**src/rtl/cp0_unit.sv**
```systemverilog
// Coprocessor 0: SR, Cause, EPC and PRId, plus exception/interrupt evaluation
// for the instruction held in M. req is the pipeline-wide flush request.
module cp0_unit #(
  parameter logic [31:0] PRID = 32'h0114_5140
) (
  input  logic        clk,
  input  logic        rst,
  input  logic [31:0] pc_in,
  input  logic        slot_in,
  input  logic [4:0]  exc_in,
  input  logic [5:0]  hw_int,
  input  logic        mtc0_en,
  input  logic        eret_en,
  input  logic [4:0]  cp0_addr,
  input  logic [31:0] wdata,
  output logic [31:0] rdata,
  output logic [31:0] epc_out,
  output logic        req
);

  localparam logic [4:0] ADDR_SR    = 5'd12;
  localparam logic [4:0] ADDR_CAUSE = 5'd13;
  localparam logic [4:0] ADDR_EPC   = 5'd14;
  localparam logic [4:0] ADDR_PRID  = 5'd15;

  // Only the architecturally visible bits are stored; the rest read as 0.
  logic [5:0]  sr_im;
  logic        sr_exl;
  logic        sr_ie;
  logic        cause_bd;
  logic [5:0]  cause_ip;
  logic [4:0]  cause_exc;
  logic [31:0] epc;

  logic        int_req;
  logic        exc_req;
  logic [31:0] fault_pc;
  logic [31:0] sr_word;
  logic [31:0] cause_word;
  logic        wr_sr;
  logic        wr_epc;

  assign int_req = (|(hw_int & sr_im)) & sr_ie & ~sr_exl;
  assign exc_req = (exc_in != 5'd0) & ~sr_exl;
  assign req     = ~rst & (int_req | exc_req);

  // A delay-slot fault restarts at the branch, one word earlier.
  assign fault_pc = (slot_in ? pc_in - 32'd4 : pc_in) & 32'hFFFF_FFFC;

  assign sr_word    = {16'd0, sr_im, 8'd0, sr_exl, sr_ie};
  assign cause_word = {cause_bd, 15'd0, cause_ip, 3'd0, cause_exc, 2'd0};

  assign wr_sr  = mtc0_en & (cp0_addr == ADDR_SR);
  assign wr_epc = mtc0_en & (cp0_addr == ADDR_EPC);

  // Bypass lets an ERET directly behind an MTC0 EPC see the new target.
  assign epc_out = (wr_epc & ~req) ? wdata : epc;

  // NOTE: every always_comb output gets a default first so no latch is inferred.
  always_comb begin
    rdata = 32'd0;
    case (cp0_addr)
      ADDR_SR:    rdata = sr_word;
      ADDR_CAUSE: rdata = cause_word;
      ADDR_EPC:   rdata = epc;
      ADDR_PRID:  rdata = PRID;
      default:    rdata = 32'd0;
    endcase
  end

  // NOTE: state registers use non-blocking assignments so every read in this
  // block sees the pre-edge value, matching the hardware.
  always_ff @(posedge clk) begin
    if (rst) begin
      sr_im     <= 6'd0;
      sr_exl    <= 1'b0;
      sr_ie     <= 1'b0;
      cause_bd  <= 1'b0;
      cause_ip  <= 6'd0;
      cause_exc <= 5'd0;
      epc       <= 32'd0;
    end else begin
      cause_ip <= hw_int;
      if (req) begin
        // Flush cycle: MTC0 and ERET in M are discarded along with the instruction.
        sr_exl    <= 1'b1;
        cause_exc <= int_req ? 5'd0 : exc_in;
        cause_bd  <= slot_in;
        epc       <= fault_pc;
      end else begin
        if (wr_sr) begin
          sr_im <= wdata[15:10];
          sr_ie <= wdata[0];
        end
        if (wr_epc) begin
          epc <= wdata;
        end
        // ERET wins over an MTC0 SR write of the EXL bit.
        if (eret_en) begin
          sr_exl <= 1'b0;
        end else if (wr_sr) begin
          sr_exl <= wdata[1];
        end
      end
    end
  end

endmodule
```
**config.mk**
```make
export PLATFORM = sky130hd
export DESIGN_NAME = cp0_unit
export DESIGN_NICKNAME = d
export VERILOG_FILES = /design/src/rtl/cp0_unit.sv
export SDC_FILE = /design/constraint.sdc
export NUM_CORES = 1
export LEC_CHECK = 0
export ABC_AREA = 0
export ABC_CLOCK_PERIOD_IN_PS = 2310
export BUFFER_PORTS_ARGS = -buffer_cell sky130_fd_sc_hd__buf_2
export CAP_MARGIN = 30
export CORE_MARGIN = 1
export CORE_UTILIZATION = 50
export CTS_BUF_LIST = sky130_fd_sc_hd__clkbuf_2
export CTS_CLUSTER_DIAMETER = 200
export DETAILED_ROUTE_END_ITERATION = 6
export PLACE_DENSITY = 0.94
export SKIP_LAST_GASP = 1
export SLEW_MARGIN = 10
export SYNTH_ARGS = -nofsm -noshare
export SYNTH_HDL_FRONTEND = slang
export SYNTH_SLANG_ARGS = --single-unit
export TNS_END_PERCENT = 1
```
**constraint.sdc**
```tcl
create_clock -name clk -period 2.31 [get_ports clk]
set_input_delay 0.231 -clock clk [delete_from_list [all_inputs] [get_ports clk]]
set_output_delay 0.231 -clock clk [all_outputs]
set_load 0.01 [all_outputs]
```
==> results of run 1 <==
==> what timing repair did <==
item / 4_1_cts / 5_1_grt
hold endpoints to repair: 0 / 7
endpoints found under the setup margin: 32 / 32
pin swaps: 3 / 4
gates cloned: 2 / 1
gates resized for setup: 22 / 4
setup buffers: 10 / 1
hold buffers: 0 / 7
==> logic make-up (layout without fill, tap and decap cells) <==
family                     Yosys count  in the layout  synth area share [%]
muxes                               54             54                  16.1
DFF                                 52             52                  28.8
and+or+nand+nor                    154            154                  25.5
adders and majority gates            1              1                 0.346
AOI/OAI and AO/OA                   90             90                  18.3
xor gates and xnor gates            26             26                  6.30
buffers and inverters               38            192                  4.67
==> layout by cell type (no fill, tap or decap), types with 10 or more instances in the layout <==
master / instances
nand2_1: 21
mux2i_1: 21
dfxtp_1: 46
nor2_1: 30
o21ai_0: 11
mux2_2: 32
a211oi_1: 47
xnor2_1: 21
buf_2: 139
buf_4: 20
nor2b_1: 26
and3_1: 14
nor3_1: 10
buf_6: 11
==> registers in the layout, indices dropped and copies added, names as in the netlist <==
signal / flops
sr_ie: 1
epc: 32
cause_exc: 5
cause_ip: 6
cause_bd: 1
sr_im: 6
sr_exl: 1
==> how the worst max path moves through the flow <==
stage | from | slack, ns | cells past startpoint | to
floorplan | cp0_addr[0] | 0.16 | 8 | epc_out[20]
global placement | cp0_addr[0] | 0.24 | 7 | epc_out[31]
CTS | sr_im[4] | -0.17 | 8 | epc_out[22]
finish | sr_im[0] | -0.31 | 8 | epc_out[7]
global route | sr_im[0] | -0.37 | 8 | epc_out[7]
detailed placement | pc_in[12] | 0.17 | 6 | epc[20]
==> layout make-up <==
| cell class | count | share of cell area, % |
|---|---|---|
| Inverter | 3 | 0.231 |
| Tap cell | 96 | 2.47 |
| Clock buffer | 5 | 0.514 |
| Clock inverter | 1 | 0.617 |
| Sequential cell | 52 | 21.6 |
| Timing Repair Buffer | 183 | 24.3 |
| Multi-Input combinational cell | 325 | 50.4 |
==> power by group through the flow <==
stage / Clock [mW] / Combinational (mW) / Sequential (mW)
floorplan: 0 / 0.305 / 1.01
detailed placement: 0 / 0.527 / 1.03
finish: 0.449 / 0.583 / 1.01
global placement: 0 / 0.510 / 1.02
CTS: 0.451 / 0.549 / 1.01
global route: 0.490 / 0.626 / 1.02
==> through the flow <==
stage                     instances  worst slack (ns)  TNS [ns]  util [%]  total power, mW
final                           665            -0.311     -7.87      70.8             2.05
after global routing            665            -0.370     -9.70      70.8             2.14
after CTS                       656            -0.173     -5.07      69.0             2.01
after detailed placement        638             0.171         0      65.2             1.55
after global placement          638             0.238         0      65.2             1.53
after floorplan                 415             0.163         0         -             1.31
==> critical path: cells and delay by family, from the launching register on <==
family	cells	cell delay, ns
and+or+nand+nor	1	0.19
DFF	1	0.39
AOI/OAI and AO/OA	3	0.57
buffers and inverters	3	0.44
muxes	1	0.36
==> layer usage <==
metal | global-route usage, % | up-vias | routed length (µm)
met3 | 5.02 | 56 | 959
met2 | 53.0 | 246 | 6060
li1 | - | 1851 | -
met1 | 40.4 | 1917 | 4930
met4 | 13.8 | 0 | 573
met5 | 0 | - | 0
==> results_dict.tcl, run 1 <==
set metrics [dict create \
    die_h_um 87.0 \
    clock_latency_ns 0.44 \
    synthTopCellsByArea "dfxtp_1 (29%), mux2_2 (10%), a211oi_1 (9.8%)" \
    nNetsFinal 656 \
    ant_nets 0 \
    yosys_warnings 0 \
    synth_commonest_cells "dfxtp_1 (52), a211oi_1 (47), mux2_2 (32)" \
    maxSlewViolCount 0 \
    peakVddDrop_mv 0.339 \
    root_buffer "clkbuf_2" \
    cts_buffer_depth 2 \
    grt_usage_pct 31.7 \
    reg2reg_depth 9 \
    synthArstFlopShare_pct 0 \
    slew_headroom_pct 58.8 \
    fill_cells 505 \
    power_frac_seq_pct 49.5 \
    maxCapViolations 0 \
    die_width_um 87.0 \
    grt_pass1_vias 3712 \
    detail_route.vias_per_cell 6.12 \
    clkSinkCount 52 \
    ys_ff_latch 52 \
    cts_inserted_buffers 5 \
    drive_gt1_share_pct 42.4 \
    drc 0 \
    crit_fanout 6 \
    clk_pin_slew_ns 0.24 \
    yosysMostFrequentCell "dfxtp_1" \
    p_clk_share_pct 22.0 \
    path_cells "a22oi_2, a311oi_2, nor2_1, o21a_2, buf_6, clkbuf_16, mux2_2, buf_6" \
    arrival_ns 2.39 \
    wl_per_cell_um 18.8 \
    whs_ns 0.0396 \
    crit_top_cell "buf_6" \
    reg2reg_to "cause_exc[4]" \
    finalSetupViolCount 32 \
    synth_edf_count 0 \
    period_share_pct 113 \
    cp.required_ns 2.08 \
    power.density_mw_per_mm2 421 \
    area_delta_synth_final_pct 34.6 \
    cp-start-kind "register" \
    seq_area_frac_synth_pct 28.8 \
    status "finished, violations left" \
    yosysUniqueCellTypes 47 \
    first_iter_violations 333 \
    die_area_mm2 0.00757 \
    initial_core_util_pct 52.6 \
    synth_flop_cell "dfxtp_1" \
    r2r_start "sr_im[0]" \
    synth_area_mm2 0.00361 \
    hold_class "in -> reg" \
    failed_checks "setup timing" \
    core-area_mm2 0.00687 \
    p_int_mw 1.41 \
    rows 30 \
    routed_wl_um 12500 \
    drtPass1Iterations 5 \
    hold_depth 2 \
    yosysTopAreaCell "dfxtp_1" \
    hold_end "cause_ip[1]" \
    tritoncts "done" \
    p_sw_share_pct 30.9 \
    routabilityCongestion 0.882 \
    rsz0062_at_grt "yes" \
    grt_max_degree 53 \
    postPlaceCellArea_mm2 0.00448 \
    synth_top_area_share_pct 28.8 \
    skew_ns 0.0194 \
    p_sw_mw 0.633 \
    port_buffers 147 \
    seq_area_mm2 0.00105 \
    avgSynthCellArea_um2 8.71 \
    hold_start "hw_int[1]" \
    antenna_found_initial 0 \
    htreeDepth 2 \
    n_antenna_cell 0 \
    finalWorstSetupSlack_ns -0.311 \
    design_area_mm2 0.00486 \
    fmax_ghz 0.381 \
    hold_viol 0 \
    synth_nets 501 \
    worst_pin_slew_ns 0.617 \
    grt_pass1_wl_um 18600 \
    multi_input_comb_area_mm2 0.00245 \
    crit_path_end_kind "output port" \
    io_pins 150 \
    reg2reg_slack_ns 0.04 \
    synth_cells 415 \
    combPwrFrac_pct 28.5 \
    cp_slowest_cell "dfxtp_2" \
    num_vias 4070 \
    p_leak_nw 2.15 \
    max_stage_delay_ns 0.39 \
    dp_hpwl_um 8270 \
    path_class "reg -> out" \
    overflow 0 \
    min_period_ns 2.62 \
]
Power figures use the tool's default switching activity.
==> run 2: changes to the inputs <==
- ABC_CLOCK_PERIOD_IN_PS: 2310 -> 2210
- CORE_UTILIZATION: 50 -> 45
- PLACE_DENSITY: 0.94 -> 0.9
- clock period: 2.31 -> 2.21 ns (I/O delays scaled with it)
==> run 2 against run 1 <==
Compared with the run above: the run still ends with setup timing left; clock power is 16% lower; flip-flop and latch count stayed put; register-to-register slack better by 0.18 ns; clock skew is 0.0034 ns lower; worst setup slack better by 0.050 ns; first-iteration DRC count is 34% lower; global-route usage is 5.3 points lower; sequential share of layout area is 0.76 points higher; utilization is 10 points lower; sequential power is 5% higher; hold slack worse by 0.0066 ns; final cell count is 0.30% higher; largest power group unchanged.
==> results_dict.tcl, run 2 (synthesis gave the netlist of run 1 again) <==
set metrics [dict create \
    top_register "epc" \
    peakVddDrop_mv 0.251 \
    rsz0062_at_grt "yes" \
    grt_pass1_wl_um 17600 \
    slew_headroom_pct 56.3 \
    wl_per_cell_um 17.0 \
    crit_fanout 17 \
    postPlaceCellArea_mm2 0.00450 \
    crit_path_end_kind "output port" \
    skew_ns 0.0160 \
    htreeDepth 2 \
    port_buffers 147 \
    min_period_ns 2.47 \
    fin_cells 667 \
    grt_usage_pct 26.4 \
    cts_inserted_buffers 5 \
    initial_core_util_pct 46.8 \
    maxSlewViolCount 0 \
    worst_pin_slew_ns 0.654 \
    core-area_mm2 0.00773 \
    hold_viol 0 \
    die_width_um 91.6 \
    maxCapViolations 0 \
    drc 0 \
    finalWorstSetupSlack_ns -0.261 \
    die_area_mm2 0.00839 \
    clkSinkCount 52 \
    largest_reg_flops 32 \
    io_pins 150 \
    nNetsFinal 650 \
    failed_checks "setup timing" \
    clk_pin_slew_ns 0.25 \
    detail_route.vias_per_cell 5.79 \
    design_area_mm2 0.00470 \
    dp_cells 646 \
    p_leak_nw 2.07 \
    tritoncts "done" \
    rows 32 \
    area_delta_synth_final_pct 30.0 \
    dp_hpwl_um 8380 \
    post-place-ws_ns 0.0619 \
    cp.required_ns 1.99 \
    finalSetupViolCount 33 \
    top_regs "epc (32), cause_ip (6), sr_im (6)" \
    layout_common_cells "buf_2 (147), a211oi_1 (47), dfxtp_1 (46), mux2_2 (32), nor2_1 (30)" \
    drive_gt1_share_pct 40.9 \
    clock_latency_ns 0.43 \
    ant_nets 0 \
    cts_buffer_depth 2 \
    routed_wl_um 11300 \
    grt_pass1_vias 3646 \
    hold_class "in -> reg" \
    cp-start-kind "register" \
    routabilityCongestion 1.01 \
    die_h_um 91.6 \
    period_share_pct 112 \
    arrival_ns 2.25 \
    num_vias 3865 \
    final_common_cell "buf_2" \
    fill_cells 649 \
    root_buffer "clkbuf_2" \
    n_antenna_cell 0 \
    status "finished, violations left" \
    fmax_ghz 0.405 \
    overflow 0 \
    drtPass1Iterations 5 \
    antenna_found_initial 0 \
    path_class "reg -> out" \
    first_iter_violations 219 \
    grt_max_degree 53 \
    power.density_mw_per_mm2 429 \
]
-- run 2: area by class of cell --
| type | count | area (µm²) | area share [%] |
|---|---|---|---|
| Tap cell | 102 | 128 | 2.72 |
| Sequential cell | 52 | 1050 | 22.3 |
| Inverter | 3 | 11.3 | 0.240 |
| Timing Repair Buffer | 177 | 1030 | 21.9 |
| Multi-Input combinational cell | 325 | 2440 | 52.0 |
| Clock buffer | 6 | 30.0 | 0.639 |
| Clock inverter | 2 | 11.3 | 0.240 |
-- run 2: power breakdown --
part | total (mW) | internal, mW | switching, mW
sequential | 1.06 | 1.01 | 0.0504
clock | 0.375 | 0.0787 | 0.296
combinational | 0.583 | 0.277 | 0.307
-- run 2: repair_timing --
item,CTS,global route
resized for setup,11,1
endpoints found under the hold margin,3,7
pin swaps,3,2
cloned,0,0
hold buffers,3,7
buffers inserted,2,1
endpoints found under the setup margin,32,33
-- run 2: worst max-delay path, stage by stage (launching register included) --
cell and delay, ns:
dfxtp_2 0.41, a22oi_2 0.06, a311oi_2 0.35, nor2_1 0.11, o21a_2 0.26, buf_12 0.17
mux2_1 0.30, buf_2 0.14
-- run 2: path summary, 6_finish.rpt --
check	slack, ns	cells after the start	startpoint	end
worst max register to register	0.22	7	sr_im[5]	epc[28]
worst min-delay path	0.03	2	hw_int[3]	cause_ip[3]
worst max-delay path	-0.26	7	sr_im[2]	epc_out[20]
worst min register to register	0.48	2	cause_bd	cause_bd
-- run 2: routing by layer --
layer	share of wire [%]	GRT usage [%]
met3	6.4	4.48
met5	0	0
met1	43	33.5
met2	48	44.7
met4	2.6	10.2
-- run 2: per-stage QoR --
| stage | util (%) | hold slack (ns) | total power [mW] | TNS, ns |
|---|---|---|---|---|
| after floorplan | - | 0.347 | 1.37 | 0 |
| after global placement | 58.2 | 0.446 | 1.61 | 0 |
| after detailed placement | 58.2 | 0.455 | 1.63 | 0 |
| after CTS | 59.7 | 0.00128 | 2.00 | -7.19 |
| after global routing | 60.8 | 0.00725 | 2.12 | -11.30 |
| final | 60.8 | 0.0330 | 2.02 | -7.38 |
==> run 3: changes to the inputs <==
- PLACE_DENSITY: 0.9 -> not set
- PLACE_DENSITY_LB_ADDON: not set -> 0.15
==> run 3 against run 2 <==
Compared with the run above: the flow still finishes with violations (setup timing); clock power rose by 30%; fmax fell by 0.50%; power rose by 8.2%; sequential share of layout area fell by 1.2 points; largest cell class unchanged.
==> results_dict.tcl, run 3 (synthesis gave the netlist of run 1 again) <==
set metrics [dict create \
    status "finished, violations left" \
    failed_checks "setup timing" \
    final_common_cell "buf_2" \
    wl_per_cell_um 17.3 \
    n_antenna_cell 0 \
    worst_pin_slew_ns 0.653 \
    initial_core_util_pct 46.8 \
    grtUsageMet3_pct 3.32 \
    num_vias 3801 \
    grt_usage_pct 26.3 \
    first_iter_violations 157 \
    clk_pin_slew_ns 0.28 \
    fmax_ghz 0.403 \
    hold_viol 0 \
    nNetsFinal 653 \
    crit_path_start "sr_im[4]" \
    root_buffer "clkbuf_2" \
    crit_fanout 6 \
    die_area_mm2 0.00839 \
    hold_depth 2 \
    final_util_pct 64.2 \
    use_met2_pct 42.2 \
    drc 0 \
    largest_reg_flops 32 \
    maxCapViolations 0 \
    routabilityCongestion 0.862 \
    maxSlewViolCount 0 \
    grt_pass1_vias 3490 \
    min_period_ns 2.48 \
    rows 32 \
    drive_gt1_share_pct 40.8 \
    tritoncts "done" \
    crit_path_end_kind "output port" \
    r2r_start "sr_im[4]" \
    layout_common_cells "buf_2 (131), a211oi_1 (47), dfxtp_1 (47), nor2_1 (30), nor2b_1 (26)" \
    skew_ns 0.0332 \
    peakVddDrop_mv 0.189 \
    finalSetupViolCount 32 \
    tns_ns -7.80 \
    cp-start-kind "register" \
    overflow 0 \
    finalWorstSetupSlack_ns -0.273 \
    clock_latency_ns 0.45 \
    cts_inserted_buffers 5 \
    grtUsageMet1_pct 37.3 \
    die_h_um 91.6 \
    grt_max_degree 53 \
    dp_hpwl_um 7940 \
    port_buffers 147 \
    reg2reg_depth 7 \
    dp_cells 644 \
    top_register "epc" \
    clkSinkCount 52 \
    antenna_found_initial 0 \
    detail_route.vias_per_cell 5.67 \
    hold_start "hw_int[3]" \
    arrival_ns 2.26 \
    grt.busiest_layer "met2" \
    grt_pass1_wl_um 17700 \
    hold_class "in -> reg" \
    rsz0062_at_grt "yes" \
    drtPass1Iterations 4 \
    power.density_mw_per_mm2 440 \
    slew_headroom_pct 56.4 \
    fin_cells 670 \
    core-area_mm2 0.00773 \
    cp.required_ns 1.99 \
    die_width_um 91.6 \
    ant_nets 0 \
    cts_buffer_depth 2 \
    top_regs "epc (32), cause_ip (6), sr_im (6)" \
    htreeDepth 2 \
    routed_wl_um 11600 \
    area_delta_synth_final_pct 37.2 \
    io_pins 150 \
    p_leak_nw 2.17 \
    period_share_pct 112 \
    post-place-ws_ns 0.0479 \
    path_class "reg -> out" \
]
run 3: cell count changes in the layout (fill, tap and decap cells not counted):
cell | previous run | this run
dfxtp_2 | 6 | 5
buf_2 | 147 | 131
dfxtp_1 | 46 | 47
mux2_2 | 32 | 12
mux2_4 | 0 | 20
clkbuf_2 | 6 | 5
clkinv_1 | 1 | 2
clkinvlp_4 | 1 | 0
buf_8 | 0 | 1
bufinv_16 | 0 | 1
clkbuf_16 | 0 | 2
buf_6 | 1 | 17
run 3: critical path, stage by stage (launching register included):
cell and delay (ns):
dfxtp_2 0.40, a22oi_2 0.17, a311oi_2 0.13, nor2_1 0.15
o21a_2 0.29, buf_8 0.18, mux2_2 0.34, buf_2 0.15
run 3: timing repair:
| action | 4_1_cts | 5_1_grt |
|---|---|---|
| endpoints found under the setup margin | 32 | 33 |
| hold buffers | 9 | 1 |
| pin swaps | 1 | 3 |
| cloned | 1 | 2 |
| setup buffers | 5 | 0 |
| hold endpoints to repair | 9 | 1 |
| gates resized for setup | 11 | 39 |
run 3: layout make-up:
class,instances,area [µm²]
fill,686,2770
clock inverter,3,37.5
tap,102,128
inverter,3,11.3
sequential,52,1050
timing repair buffer,180,1190
multi-input combinational,325,2520
clock buffer,5,25.0
run 3: power by group:
| group | total (mW) | switching [mW] | internal (mW) |
|---|---|---|---|
| clock | 0.486 | 0.302 | 0.184 |
| sequential | 1.06 | 0.0494 | 1.01 |
| combinational | 0.639 | 0.315 | 0.324 |
| total | 2.18 | 0.667 | 1.52 |
run 3: worst paths after layout:
check | end | slack (ns)
min | cause_ip[3] | 0.03
max reg2reg | cause_exc[3] | 0.31
max | epc_out[18] | -0.27
min reg2reg | cause_bd | 0.47
run 3: metal layers:
layer	up-vias	share of wire, %
li1	1848	-
met1	1813	47
met2	129	46
met3	11	5.2
met4	0	1.5
met5	-	0
run 3: stage by stage:
step                      hold WS [ns]  cell area [µm²]  total power, mW
after global routing           0.00219             4960             2.28
after global placement           0.445             4490             1.61
final                           0.0285             4960             2.18
after floorplan                  0.347             3610             1.37
after detailed placement         0.450             4490             1.62
after CTS                      0.00255             4730             2.12
